**src/rtl/mod_key_stepper.sv**
```systemverilog
// Two-button up/down stepper: sync, debounce, auto-repeat, 8-bit value.
// Ports: i_clk, i_nrst, i_key_up_n, i_key_down_n, i_clr -> o_value, o_step, o_key_up, o_key_down.
module mod_key_stepper #(
  parameter int unsigned DEBOUNCE_CYCLES = 1000000,
  parameter int unsigned REPEAT_DELAY    = 25000000,
  parameter int unsigned REPEAT_PERIOD   = 5000000,
  parameter bit          WRAP            = 1'b1,
  parameter logic [7:0]  INIT_VALUE      = 8'h00
) (
  input  logic       i_clk,
  input  logic       i_nrst,
  input  logic       i_key_up_n,
  input  logic       i_key_down_n,
  input  logic       i_clr,
  output logic [7:0] o_value,
  output logic       o_step,
  output logic       o_key_up,
  output logic       o_key_down
);

  localparam int unsigned CW = $clog2(DEBOUNCE_CYCLES);
  localparam int unsigned TMAX =
    (REPEAT_DELAY > REPEAT_PERIOD) ? REPEAT_DELAY : REPEAT_PERIOD;
  localparam int unsigned TW = $clog2(TMAX);

  localparam logic [CW-1:0] CNT_LAST = CW'(DEBOUNCE_CYCLES - 1);
  localparam logic [CW-1:0] CNT_ONE  = CW'(1);
  localparam logic [TW-1:0] T_DELAY  = TW'(REPEAT_DELAY - 1);
  localparam logic [TW-1:0] T_PERIOD = TW'(REPEAT_PERIOD - 1);
  localparam logic [TW-1:0] T_ONE    = TW'(1);

  typedef enum logic [1:0] {
    IDLE,
    DELAY,
    REPEAT,
    LOCK
  } state_t;

  // bit 0 = up key, bit 1 = down key
  logic [1:0]    raw_n;
  logic [1:0]    sync1_n;
  logic [1:0]    sync2_n;
  logic [1:0]    key_sync;
  logic [1:0]    key_db;
  logic [CW-1:0] db_cnt [2];

  assign raw_n    = {i_key_down_n, i_key_up_n};
  assign key_sync = ~sync2_n;

  always_ff @(posedge i_clk or negedge i_nrst) begin
    if (!i_nrst) begin
      sync1_n   <= 2'b11;
      sync2_n   <= 2'b11;
      key_db    <= 2'b00;
      db_cnt[0] <= '0;
      db_cnt[1] <= '0;
    end else begin
      sync1_n <= raw_n;
      sync2_n <= sync1_n;
      for (int k = 0; k < 2; k++) begin
        if (key_sync[k] == key_db[k]) begin
          db_cnt[k] <= '0;
        end else if (db_cnt[k] == CNT_LAST) begin
          key_db[k] <= key_sync[k];
          db_cnt[k] <= '0;
        end else begin
          db_cnt[k] <= db_cnt[k] + CNT_ONE;
        end
      end
    end
  end

  assign o_key_up   = key_db[0];
  assign o_key_down = key_db[1];

  state_t        state;
  state_t        state_nx;
  logic [TW-1:0] timer;
  logic [TW-1:0] timer_nx;
  logic          dir_up;
  logic          dir_up_nx;
  logic          step_req;
  logic          act_key;
  logic          other_key;

  assign act_key   = dir_up ? key_db[0] : key_db[1];
  assign other_key = dir_up ? key_db[1] : key_db[0];

  always_comb begin
    state_nx  = state;
    timer_nx  = timer;
    dir_up_nx = dir_up;
    step_req  = 1'b0;
    unique case (state)
      IDLE: begin
        if (key_db == 2'b11) begin
          state_nx = LOCK;
        end else if (key_db != 2'b00) begin
          step_req  = 1'b1;
          dir_up_nx = key_db[0];
          timer_nx  = T_DELAY;
          state_nx  = DELAY;
        end
      end
      DELAY, REPEAT: begin
        if (!act_key) begin
          state_nx = IDLE;
        end else if (other_key) begin
          state_nx = LOCK;
        end else if (timer == '0) begin
          step_req = 1'b1;
          timer_nx = T_PERIOD;
          state_nx = REPEAT;
        end else begin
          timer_nx = timer - T_ONE;
        end
      end
      LOCK: begin
        if (key_db == 2'b00) begin
          state_nx = IDLE;
        end
      end
      default: state_nx = IDLE;
    endcase
  end

  logic [7:0] val_up;
  logic [7:0] val_dn;

  always_comb begin
    val_up = o_value + 8'd1;
    val_dn = o_value - 8'd1;
    if (!WRAP && o_value == 8'hFF) val_up = o_value;
    if (!WRAP && o_value == 8'h00) val_dn = o_value;
  end

  always_ff @(posedge i_clk or negedge i_nrst) begin
    if (!i_nrst) begin
      state   <= IDLE;
      timer   <= '0;
      dir_up  <= 1'b1;
      o_value <= INIT_VALUE;
      o_step  <= 1'b0;
    end else begin
      state  <= state_nx;
      timer  <= timer_nx;
      dir_up <= dir_up_nx;
      // clear wins over a coincident step; FSM keeps running
      if (i_clr) begin
        o_value <= INIT_VALUE;
        o_step  <= 1'b0;
      end else if (step_req) begin
        o_value <= dir_up_nx ? val_up : val_dn;
        o_step  <= 1'b1;
      end else begin
        o_step  <= 1'b0;
      end
    end
  end

endmodule

```
**config.mk**
```make
export PLATFORM = sky130hd
export DESIGN_NAME = mod_key_stepper
export DESIGN_NICKNAME = d
export VERILOG_FILES = /design/src/rtl/mod_key_stepper.sv
export SDC_FILE = /design/constraint.sdc
export NUM_CORES = 1
export LEC_CHECK = 0
export CAP_MARGIN = 20
export CORE_UTILIZATION = 40
export CTS_CLUSTER_DIAMETER = 60
export DETAILED_ROUTE_END_ITERATION = 8
export PLACE_DENSITY = 0.67
export SYNTH_ARGS = -nofsm -noshare
export SYNTH_HDL_FRONTEND = slang
export SYNTH_SLANG_ARGS = --single-unit
```
**constraint.sdc**
```tcl
create_clock -name i_clk -period 7.3 [get_ports i_clk]
set_input_delay 0.73 -clock i_clk [delete_from_list [all_inputs] [get_ports i_clk]]
set_output_delay 0.73 -clock i_clk [all_outputs]
set_load 0.005 [all_outputs]
```
# Yosys cells after proc, flatten, opt, wreduce, memory -nomap -nowiden
# Cells that the tools add are included.
# word_totals
out_inout_bits	11
register_bits	83
word_cells	78
inputBits	5
# op_classes
reduce_logical	11
eq_ne	15
muxes	33
n_bitwise	3
addsub	5
# ops
operator	n
25-bit two-way mux	5
20-bit two-way mux	4
25-bit case mux with 2 select lines	1
20-bit by 1-bit adder with 20-bit output (second input constant)	2
20-bit equality test (second input constant)	2
25-bit logical NOT	1
25-bit by 1-bit subtractor with 25-bit output (second input constant)	1
8-bit two-way mux	3
1-bit two-way mux	12
2-bit two-way mux	6
2-bit inequality test (second input constant)	5
8-bit by 1-bit adder with 8-bit output (second input constant)	1
8-bit by 1-bit subtractor with 8-bit output (second input constant)	1
2-bit equality test (second input constant)	3
2-bit case mux with 3 select lines	1
2-bit nonzero test	3
5-bit AND reduction	1
2-bit logical NOT	2
4-bit inequality test (second input constant)	1
2-bit AND reduction	2
3-bit inequality test (second input constant)	1
3-bit AND reduction	1
1-bit equality test	2
2-bit by 1-bit equality test with 1-bit output (second input constant)	1
4 further kinds	5

# Depth between registers and ports, before layout
# logic_depth
word_depth	7
ltp_mapped	13
ltp_nobuf	12

# Worst setup path after synthesis
# No wires, ideal clock.
# synth_timing
kind	reg2reg
startpoint	reg key_db[0]
endpoint	reg o_value[7]
path_buffers	1
synth_period_minus_slack_ns	3.251
setup_slack_ns	4.049
arrival_ns	3.124
setup_time_ns	0.128
required_time_ns	7.172
path_stages_with_launch	13
path_cell_list	dfrtp_1 -> inv_1 -> ha_1 -> or3b_2 -> a21o_1 -> clkbuf_1 -> inv_1 -> ha_1 -> a41oi_1 -> o21ai_0 -> a41oi_1 -> mux2i_1 -> mux2_1
# synth_between
elab_chain_cells	7
elab_cells_between_ends	16
cone_classes	eq/ne (1); mux (13); reduce/logical (2)
# synth_lines
element	line	rtl
from (decl)	44	logic [1:0] key_db;
from (signal, indexed assignment)	64	key_db[k] <= key_sync[k];
2-bit nonzero test	98	end else if (key_db != 2'b00) begin
1-bit two-way mux	98	
1-bit two-way mux (*)	96	if (key_db == 2'b11) begin
1-bit two-way mux (*)	94	unique case (state)
named net dir_up_nx	81	logic dir_up_nx;
8-bit two-way mux (*)	153	o_value <= dir_up_nx ? val_up : val_dn;
8-bit two-way mux (*)	152	end else if (step_req) begin
8-bit two-way mux (*)	149	if (i_clr) begin
to (signal assigned)	153	
to (decl)	15	output logic [7:0] o_value,
# The timed path passes the listed nets; every way through them passes the cells marked *. The select of a mux whose other input is x is not followed.
# A chain may end at the register's enable or synchronous reset.

# Worst setup path after layout
# layout_timing
startpoint	reg key_db[0]
endpoint	reg o_value[7]
# layout_between
elab_chain_cells	7
elab_cells_between_ends	16
cone_classes	eq/ne (1); mux (13); reduce/logical (2)
# layout_lines
element	line
2-bit nonzero test	98
1-bit two-way mux	98
1-bit two-way mux	96
1-bit two-way mux	94
8-bit two-way mux	153
8-bit two-way mux	152
8-bit two-way mux	149
# Several ways; a longest one is shown, not always the timed one. The select of a mux whose other input is x is not followed.

==> qor.yml <==
cp_slowest_cell: "dfrtp_1"
routedLengthMet1_um: 4230
powerDensity_nw_per_um2: 174
synth_top_area_share: 0.440
async_reset_ff_frac: 1.00
grt_first_pass_wirelength_um: 15500
worst_ep_arrival_time_ns: 3.77
cp_top_family: "compound AO/OA/AOI/OAI gates"
globalRoute.totalOverflow: 0
cp-startpoint: "key_db[0]"
slowest_delay_ns: 0.50
holdBufCountCts: 0
fillers: 1030
htreeDepth: 3
grt_setup_unrepaired: "false"
die_h_um: 107
synth-edff-count: 0
wl_met3_um: 361
highest_layer: "met4"
clkTransAtPathRegs_ns: 0.09
setup_violations: 0
synth.distinct_cells: 51
synth.area.top_cells: "dfrtp_1 44%, nor2_1 7.1%, xor2_1 4.7%, ha_1 4.0%, xnor2_1 4.0%"
cap_viol_max_count: 0
end_kind: "register"
hold_viol_final: 0
ant_nets: 0
cts_setup_buffers: 0
start_util: 0.409
grt_start_max_net_pins: 84
final.setup.tns_ns: 0
drc: 0
io_buffers: 15
gp_congestion: 0.844
synth-seq-cells: 83
stdcell_count: 646
synth_top_area_cell: "dfrtp_1"
synthFlopType: "dfrtp_1"
final_max_slew_viol_count: 0
num_antenna_cells: 0
synth.avg_cell_area_um2: 9.16
synth_cells: 484
die_w_um: 107
via_count: 3506
ir_drop_v: 0.000104
layout-drive-gt1-share: 0.0632
first_global_vias: 3456
finalCoreUtilization: 0.459
r2r-start: "key_db[0]"
numCtsBuffers: 9
cp_data_required_time_ns: 7.54
path_cells: "inv_1, ha_1, or3b_2, a21o_1, inv_1, ha_1, a41oi_1, o21ai_0, a41oi_1, mux2i_1, mux2_1"
via_per_inst: 5.43
p_leak_nw: 2.16
antenna_found_initial: 0
cp_num_buf_inv: 2
r2r_slack_ns: 3.77
placedCellCount: 629
syn_to_final_growth_pct: 12.2
dr_wl_met2_um: 4210
wire_per_inst_um: 13.9
fin_skew_ns: 0.00821
hp-class: "primary input to async pin"
core-area_um2: 10800
worstMarginPinSlew_ns: 0.751
power_w: 0.000864
cts_buffer_depth: 2
drt_iter0_markers: 155
dr.pass1.iters: 4
cts_resized: 0
yosysWarnings: 0
nNetsFinal: 520
relSlewSlack: 0.496
cts_tree: "built"
grt_util_all_layers: 0.169
hpwl_um: 6000
final.min_clock_period_ns: 3.53
cts_sinks: 83
syn-cell-area_um2: 4430
cts_root_buf: "clkbuf_8"
start_kind: "register"
routed_wirelength_um: 8960
fmax_mhz: 283
synth-seq-area-share: 0.470
dieArea_um2: 11500
synth_nets: 503
cp_max_fo: 12
row_count: 38
clkLatencyLatePin_ns: 0.36
ios: 16
setup.worst_path.class: "register to register"
finalCritPeriodShare: 0.484
status: "completed"
## sequential cells by signal, summed over array words and instances, names as in the netlist
signal,flops
state,2
o_value,8
timer,25
dir_up,1
o_step,1
key_db,2
sync2_n,2
sync1_n,2
db_cnt,40
## placed cells by master (no fill, tap or decap), drive strengths merged, types with 8 or more instances in the layout
master / instances
dfrtp: 78
o21ai: 30
nor3: 8
o31ai: 8
clkbuf: 9
inv: 17
a31oi: 9
nand4: 14
nand2: 42
xnor2: 20
a21oi: 24
nand3: 21
nor2: 84
ha: 14
clkdlybuf4s50: 14
xor2: 24
## power breakdown
group	switching, W	total, W	internal [W]	leakage (nW)
logic	0.0000161	0.0000232	0.00000711	0.913
registers	0.00000325	0.000467	0.000464	1.14
clock network	0.000178	0.000374	0.000195	0.110
## synthesized netlist by cell type (2+ instances only)
cell       number
or4_1           2
nor2b_1         7
xnor2_1        20
o31ai_1         8
nand2b_1        3
inv_1          15
ha_1           14
a21o_1          6
a211oi_1        2
nand2_1        42
nand4_1        14
a41oi_1         2
xor2_1         24
and2_1          2
dfstp_2         5
o21a_1          3
or3_1           4
clkbuf_1        9
nor3_1          8
nor4b_1         3
nand3b_1        2
nor2_1         84
a31oi_1         9
mux2i_1         3
nor4_1          7
or2_2           4
and4_1          3
o21ai_0        29
and3_1          6
dfrtp_1        78
nand3_1        21
buf_2           2
a21oi_1        24
a2bb2oi_1       2
## cells by family (layout without fill, tap and decap cells)
logic type               Yosys count  count (layout)  share of synthesized area
XOR/XNOR                          44              44                     0.0869
buffers and inverters             27              49                     0.0234
AO/OA/AOI/OAI                     97              97                      0.140
adder cells (fa/ha/maj)           14              14                     0.0395
multiplexers                       4               4                    0.00931
AND/OR/NAND/NOR                  215             215                      0.231
flip-flops                        83              83                      0.470
## metrics by stage
step                setup slack (ns)  hold WS, ns  area (um2)
floorplan                       4.05        0.345        4430
CTS                             3.74        0.363        4950
global route                    3.51        0.305        4970
global placement                3.99        0.347        4720
detailed placement              3.77        0.349        4720
finish                          3.77        0.287        4970
## routing by layer
layer	vias to the layer above	track usage
met3	13	0.0375
li1	1733	-
met5	-	0
met2	60	0.285
met4	0	0.0607
met1	1700	0.213
## path summary, 6_finish.rpt
| check | to | cells after the start |
|---|---|---|
| max | o_value[7] | 11 |
| min | db_cnt[4] | 1 |
| max reg2reg | o_value[7] | 11 |
| min reg2reg | sync2_n[0] | 0 |
| max in group asynchronous | sync2_n[1] | 2 |
| min in group i_clk | sync2_n[0] | 0 |
## final cells by class
class                           instances  area [um2]  share of cell area
Multi-Input combinational cell        374        2250               0.452
Timing Repair Buffer                   18         190              0.0382
Inverter                               15        56.3              0.0113
Clock inverter                          7        98.8              0.0199
Sequential cell                        83        2080               0.419
Clock buffer                            9         124              0.0249
Tap cell                              140         175              0.0352
(Power assumes the default switching activity.)
